## config.mk

```make
export PLATFORM = sky130hd
export DESIGN_NAME = rx_iq_frame_sched
export DESIGN_NICKNAME = d
export VERILOG_FILES = /design/src/rtl/rx_iq_frame_sched_pkg.sv /design/src/rtl/iq_ring_buffer.sv /design/src/rtl/rx_iq_frame_sched.sv
export SDC_FILE = /design/constraint.sdc
export NUM_CORES = 1
export LEC_CHECK = 0
export CAP_MARGIN = 10
export CORE_ASPECT_RATIO = 1.4
export CORE_MARGIN = 1
export CORE_UTILIZATION = 35
export CTS_CLUSTER_DIAMETER = 80
export DETAILED_ROUTE_END_ITERATION = 7
export HOLD_SLACK_MARGIN = 0.02
export PLACE_DENSITY = 0.52
export SLEW_MARGIN = 10
export SYNTH_ARGS = -nofsm -noshare
export SYNTH_HDL_FRONTEND = slang
export SYNTH_SLANG_ARGS = --single-unit
```

## constraint.sdc

```tcl
create_clock -name clk_in -period 56.6 [get_ports clk_in]
set_input_delay 11.32 -clock clk_in [delete_from_list [all_inputs] [get_ports clk_in]]
set_output_delay 11.32 -clock clk_in [all_outputs]
set_load 0.01 [all_outputs]
```

## src/rtl/rx_iq_frame_sched_pkg.sv

```systemverilog
// Shared types and sizing for the RX IQ frame scheduler and its sample ring buffer.
package rx_iq_frame_sched_pkg;

   localparam int unsigned DEPTH        = 8;
   localparam int unsigned BYTES_PER_CH = 8;
   localparam int unsigned PTR_W        = $clog2(DEPTH);
   localparam int unsigned LVL_W        = $clog2(DEPTH + 1);

   typedef enum logic [1:0] {StIdle, StSend, StDone} state_e;

   // Field order matches the byte order on the wire: rx1_q occupies the top 32 bits.
   typedef struct packed {
      logic [31:0] rx1_q;
      logic [31:0] rx1_i;
      logic [31:0] rx2_q;
      logic [31:0] rx2_i;
   } iq_entry_t;

endpackage

```

## src/rtl/iq_ring_buffer.sv

```systemverilog
// 8-entry circular buffer of IQ sample sets; push while full is accepted only with a pop.
module iq_ring_buffer
   import rx_iq_frame_sched_pkg::*;
(
   input  logic             clk_in,
   input  logic             reset,
   input  logic             push,
   input  logic             pop,
   input  iq_entry_t        wr_data,
   output iq_entry_t        rd_data,
   output logic             full,
   output logic             empty,
   output logic [LVL_W-1:0] level
);

   iq_entry_t        mem [DEPTH];
   logic [PTR_W-1:0] wr_ptr_q;
   logic [PTR_W-1:0] rd_ptr_q;
   logic [LVL_W-1:0] level_q;
   logic             do_push;
   logic             do_pop;

   assign full    = (level_q == LVL_W'(DEPTH));
   assign empty   = (level_q == '0);
   assign do_pop  = pop && !empty;
   assign do_push = push && (!full || do_pop);
   assign rd_data = mem[rd_ptr_q];
   assign level   = level_q;

   // Storage is deliberately not reset.
   always_ff @(posedge clk_in) begin
      if (!reset && do_push) begin
         mem[wr_ptr_q] <= wr_data;
      end
   end

   always_ff @(posedge clk_in) begin
      if (reset) begin
         wr_ptr_q <= '0;
         rd_ptr_q <= '0;
         level_q  <= '0;
      end else begin
         if (do_push) wr_ptr_q <= wr_ptr_q + PTR_W'(1);
         if (do_pop)  rd_ptr_q <= rd_ptr_q + PTR_W'(1);
         level_q <= level_q + LVL_W'(do_push) - LVL_W'(do_pop);
      end
   end

endmodule

```

## src/rtl/rx_iq_frame_sched.sv

```systemverilog
// Buffers DDC sample sets and serializes one set per rd_start as an 8- or 16-byte frame.
module rx_iq_frame_sched
   import rx_iq_frame_sched_pkg::*;
(
   input  logic        clk_in,
   input  logic        reset,
   input  logic        iq_valid,
   input  logic [31:0] rx1_i,
   input  logic [31:0] rx1_q,
   input  logic [31:0] rx2_i,
   input  logic [31:0] rx2_q,
   input  logic        rx2_en,
   input  logic        rd_start,
   input  logic        byte_strobe,
   input  logic        rd_abort,
   output logic [7:0]  byte_out,
   output logic        byte_valid,
   output logic        frame_busy,
   output logic        frame_done,
   output logic        underrun,
   output logic [3:0]  fill_level,
   output logic [7:0]  overflow_cnt
);

   state_e       state_q, state_d;
   logic [3:0]   idx_q, idx_d;
   logic         rx2_sel_q, rx2_sel_d;
   iq_entry_t    hold_q, hold_d;
   logic         underrun_q, underrun_d;
   logic [7:0]   ovf_q;
   iq_entry_t    wr_data, rd_data;
   logic         pop, full, empty, last_byte;
   logic [127:0] hold_bits, hold_shifted;

   assign wr_data = '{rx1_q: rx1_q, rx1_i: rx1_i, rx2_q: rx2_q, rx2_i: rx2_i};

   iq_ring_buffer u_ring (
      .clk_in  (clk_in),
      .reset   (reset),
      .push    (iq_valid),
      .pop     (pop),
      .wr_data (wr_data),
      .rd_data (rd_data),
      .full    (full),
      .empty   (empty),
      .level   (fill_level)
   );

   always_comb begin
      state_d    = state_q;
      idx_d      = idx_q;
      rx2_sel_d  = rx2_sel_q;
      hold_d     = hold_q;
      underrun_d = 1'b0;
      pop        = 1'b0;
      last_byte  = (idx_q == (rx2_sel_q ? 4'(2 * BYTES_PER_CH - 1) : 4'(BYTES_PER_CH - 1)));
      unique case (state_q)
         StIdle: begin
            if (rd_start) begin
               pop        = !empty;
               hold_d     = empty ? '0 : rd_data;
               underrun_d = empty;
               rx2_sel_d  = rx2_en;
               idx_d      = '0;
               state_d    = StSend;
            end
         end
         StSend: begin
            if (rd_abort) begin
               state_d = StIdle;
            end else if (byte_strobe) begin
               if (last_byte) state_d = StDone;
               else           idx_d   = idx_q + 4'd1;
            end
         end
         StDone:  state_d = StIdle;
         default: state_d = StIdle;
      endcase
   end

   always_ff @(posedge clk_in) begin
      if (reset) begin
         state_q    <= StIdle;
         idx_q      <= '0;
         rx2_sel_q  <= 1'b0;
         hold_q     <= '0;
         underrun_q <= 1'b0;
         ovf_q      <= '0;
      end else begin
         state_q    <= state_d;
         idx_q      <= idx_d;
         rx2_sel_q  <= rx2_sel_d;
         hold_q     <= hold_d;
         underrun_q <= underrun_d;
         if (iq_valid && full && !pop && (ovf_q != 8'hFF)) ovf_q <= ovf_q + 8'd1;
      end
   end

   // Current byte is always the top byte after shifting out the ones already sent.
   assign hold_bits    = hold_q;
   assign hold_shifted = hold_bits << {idx_q, 3'b000};

   assign byte_valid   = (state_q == StSend);
   assign byte_out     = byte_valid ? hold_shifted[127:120] : 8'h00;
   assign frame_busy   = (state_q != StIdle);
   assign frame_done   = (state_q == StDone);
   assign underrun     = underrun_q;
   assign overflow_cnt = ovf_q;

endmodule

```

==> results.md <==
* Clock transition at path regs at 0.06 ns
* Share of layout cells above drive strength 1 at 14.3%
* Via count at 23193
* CTS sink cnt at 1181
* Met2 usage at 29.9%
* Fmax at 66.4 MHz
* #FFs+latches synth at 1181
* Power per cell area at 40.3 mW/mm^2
* Synth top area share at 68.4%
* Initial drt markers at 1562
* CTS tree: yes
* GR Util met3 at 3.30%
* Pins over their slew limit at 0
* Die H at 426 um
* DR vias/cell at 5.29
* Worst-margin pin slew at 1.18 ns
* Initial antenna violation count at 25
* Max-cap violations at 0
* Layout net count at 2779
* Routed len/inst at 25.8 um
* Rel. slew slack at 21.5%
* Hpwl dp at 64100 um
* Status: complete, no violations
* R2R depth at 8
* Final RePlAce weighted congestion at 0.744
* Final period util at 26.6%
* Largest area contributor in the netlist: edfxtp_1
* Post-Synth XOR/XNOR Area at 0.136%
* Router iterations before antenna repair at 5
* CP Launch Type: flop
* Clock latency on the worst-skew pair at 0.74 ns
* Pleak at 15.7 nW
* IO buf count at 158
* Io pins at 159
* DRC violation count after routing at 0
* Final min period at 15.07 ns
* Sequential area share after synthesis at 75.4%
* Largest family of logic cells by synthesized area: multiplexers
* Post-synth ARST share at 0%
* Mapped Area at 0.0450 mm^2
* Hold-fix buffer count after cts at 0
* Yosys warns at 0
* Multiplexer area fraction after synthesis at 13.7%
* Simple-gate share of the synthesized area at 2.34%
* Setup repair after global routing missed its margin: false
* Vias in the first global route at 24103
* Antenna-violating nets left at 0
* Die X at 305 um
* Overflow after GRT at 0
* Post-route setup TNS at 0 ns
* Starting density of the core at 35.3%
* Syn_area_per_cell at 18.1 um^2
* R2r setup slk at 52.04 ns
* Net count after synthesis at 2626
* Synth cell count leaders: 1024 x edfxtp_1, 296 x mux2i_1, 157 x dfxtp_1
* Hold path depth at 2
* Core area at 0.127 mm^2
* Final setup vio count at 0
* Met1 usage at 21.9%
* Row count at 155
* Post-CTS resize count at 0
* Worst R2R Start: u_ring.level[2]
* Crit path from: idx_q[0]
* WHS Endpoint: hold_bits[32]
* Synth Area in Compound Gates at 6.48%
* Worst path max stage delay at 0.71 ns
* Worst vdd ir at 0.0339 mV
* CTS Root Cell: clkbuf_16
* Num CTS Buffers at 113
* Largest net degree at the start of global routing at 122
* CP required at 45.28 ns
* H-tree levels at 3
* Setup Crit Path Kind: reg -> out
* Number of synthesized flops with an enable pin at 1024
* Worst path cell trace: buf_4 -> mux4_2 -> nand2b_1 -> nand3_1 -> o31ai_1 -> clkdlybuf4s50_1
* Arr. time, crit path at 3.75 ns
* Cell with the most instances after synthesis: edfxtp_1
* First-pass GRT wire length at 165000 um
* Post-Synth Adder-Cell Area at 0.323%
* CP Capture Type: primary output
* Number of setup buffers added after CTS at 0
* Ranking of synthesized cells by area: edfxtp_1 68%, mux4_2 7.1%, dfxtp_1 7.0%, mux2i_1 6.6%, a22oi_1 2.4%
* Layout area overhead at 16.4%
* Reg-to-Reg End: u_ring.mem[6][48]
* Gr busiest metal: met2
* Ys flop type: edfxtp_1
* Final Skew at 0.0364 ns
* Post-synthesis cell type count at 45
* Final hold slack at 0.450 ns
* Hold Path Class: reg -> reg
* DIE AREA at 0.130 mm^2
* Routed WL at 113000 um
* Crit-path slowest cell: dfxtp_4
* CTS Buffer Depth at 3
* Final Hold Violating Endpoints at 0
* Gr usage total at 17.3%
* Crit path max fanout at 31
* Hold Path Origin: hold_bits[32]
* Cell count after synthesis at 2480
==> final cells by class <==
type / instances / area (um^2)
Multi-Input combinational cell: 1126 / 10400
Clock buffer: 146 / 3090
Timing Repair Buffer: 199 / 1920
Inverter: 12 / 45.0
Tap cell: 1648 / 2060
Fill cell: 11175 / 75100
Clock inverter: 69 / 892
Antenna cell: 3 / 7.51
Sequential cell: 1181 / 33900
==> cells in the final DEF (no fill, tap or decap), types with 4 or more instances in the layout <==
cell type / synthesis / routed
clkbuf_8: 1 / 12
clkinv_1: 0 / 10
o31ai_1: 9 / 9
nand3_1: 17 / 17
dfxtp_1: 157 / 153
nand2b_1: 6 / 6
nand2_1: 143 / 142
xnor2_1: 4 / 4
clkbuf_1: 88 / 20
clkinvlp_4: 0 / 6
buf_4: 2 / 39
inv_1: 12 / 12
bufinv_16: 0 / 17
a21oi_1: 141 / 141
nor2_1: 20 / 17
nor2b_1: 14 / 13
clkdlybuf4s50_1: 0 / 157
ha_1: 10 / 10
dfxtp_4: 0 / 4
edfxtp_1: 1024 / 1024
clkinv_2: 0 / 24
mux2i_1: 296 / 296
o211ai_1: 131 / 131
a22o_1: 6 / 6
clkbuf_16: 0 / 114
mux4_2: 141 / 141
o21ai_0: 5 / 5
a22oi_1: 141 / 141
==> power breakdown <==
group	total, mW	internal, mW	switching (mW)
clock	0.799	0.466	0.333
combinational	0.285	0.131	0.154
sequential	1.02	0.989	0.0330
total	2.11	1.59	0.520
==> metal layers <==
layer	up-vias	share of wire, %
met2	565	51
met3	175	5.2
met1	12125	42
met4	24	2.4
li1	10304	-
met5	-	0.14
==> worst max path at each step <==
stage                                    to
final                           byte_out[7]
after global routing            byte_out[4]
after CTS                       byte_out[2]
after detailed placement  u_ring.mem[7][44]
after global placement    u_ring.mem[6][37]
after floorplan            u_ring.mem[0][0]
==> logic make-up after synthesis <==
kind of cell | count (synthesis)
multiplexers | 439
flip-flops | 1181
XOR/XNOR | 7
buffers and inverters | 173
AO/OA/AOI/OAI | 436
adder cells (fa/ha/maj) | 11
AND/OR/NAND/NOR | 233
==> stage by stage <==
step	setup WS (ns)	power [mW]	util, %	cells	cell area, um^2
2_1_floorplan	30.52	1.24	-	2480	45000
3_3_place_gp	40.99	1.33	37.9	4166	48300
3_5_place_dp	40.99	1.33	37.9	4166	48300
4_1_cts	41.39	2.13	41.1	4381	52300
5_1_grt	41.38	2.18	41.1	4382	52300
6_report	41.53	2.11	41.1	4384	52300
==> flip-flops by register name, summed over array words and instances (netlist names), named ones only <==
name,cells
u_ring.rd_ptr_q,3
u_ring.mem,1024
state_q,2
idx_q,4
overflow_cnt,8
underrun,1
rx2_sel_q,1
u_ring.level,4
hold_bits,128
u_ring.wr_ptr_q,3
==> worst max-delay path: cells and delay by family, from the launching register on <==
kind,cells,cell delay [ns]
AOI/OAI and AO/OA,1,0.22
buffers and inverters,2,1.10
DFF,1,0.71
muxes,1,0.61
and+or+nand+nor,2,0.36
Note: power is estimated with default switching activity, not from simulation.
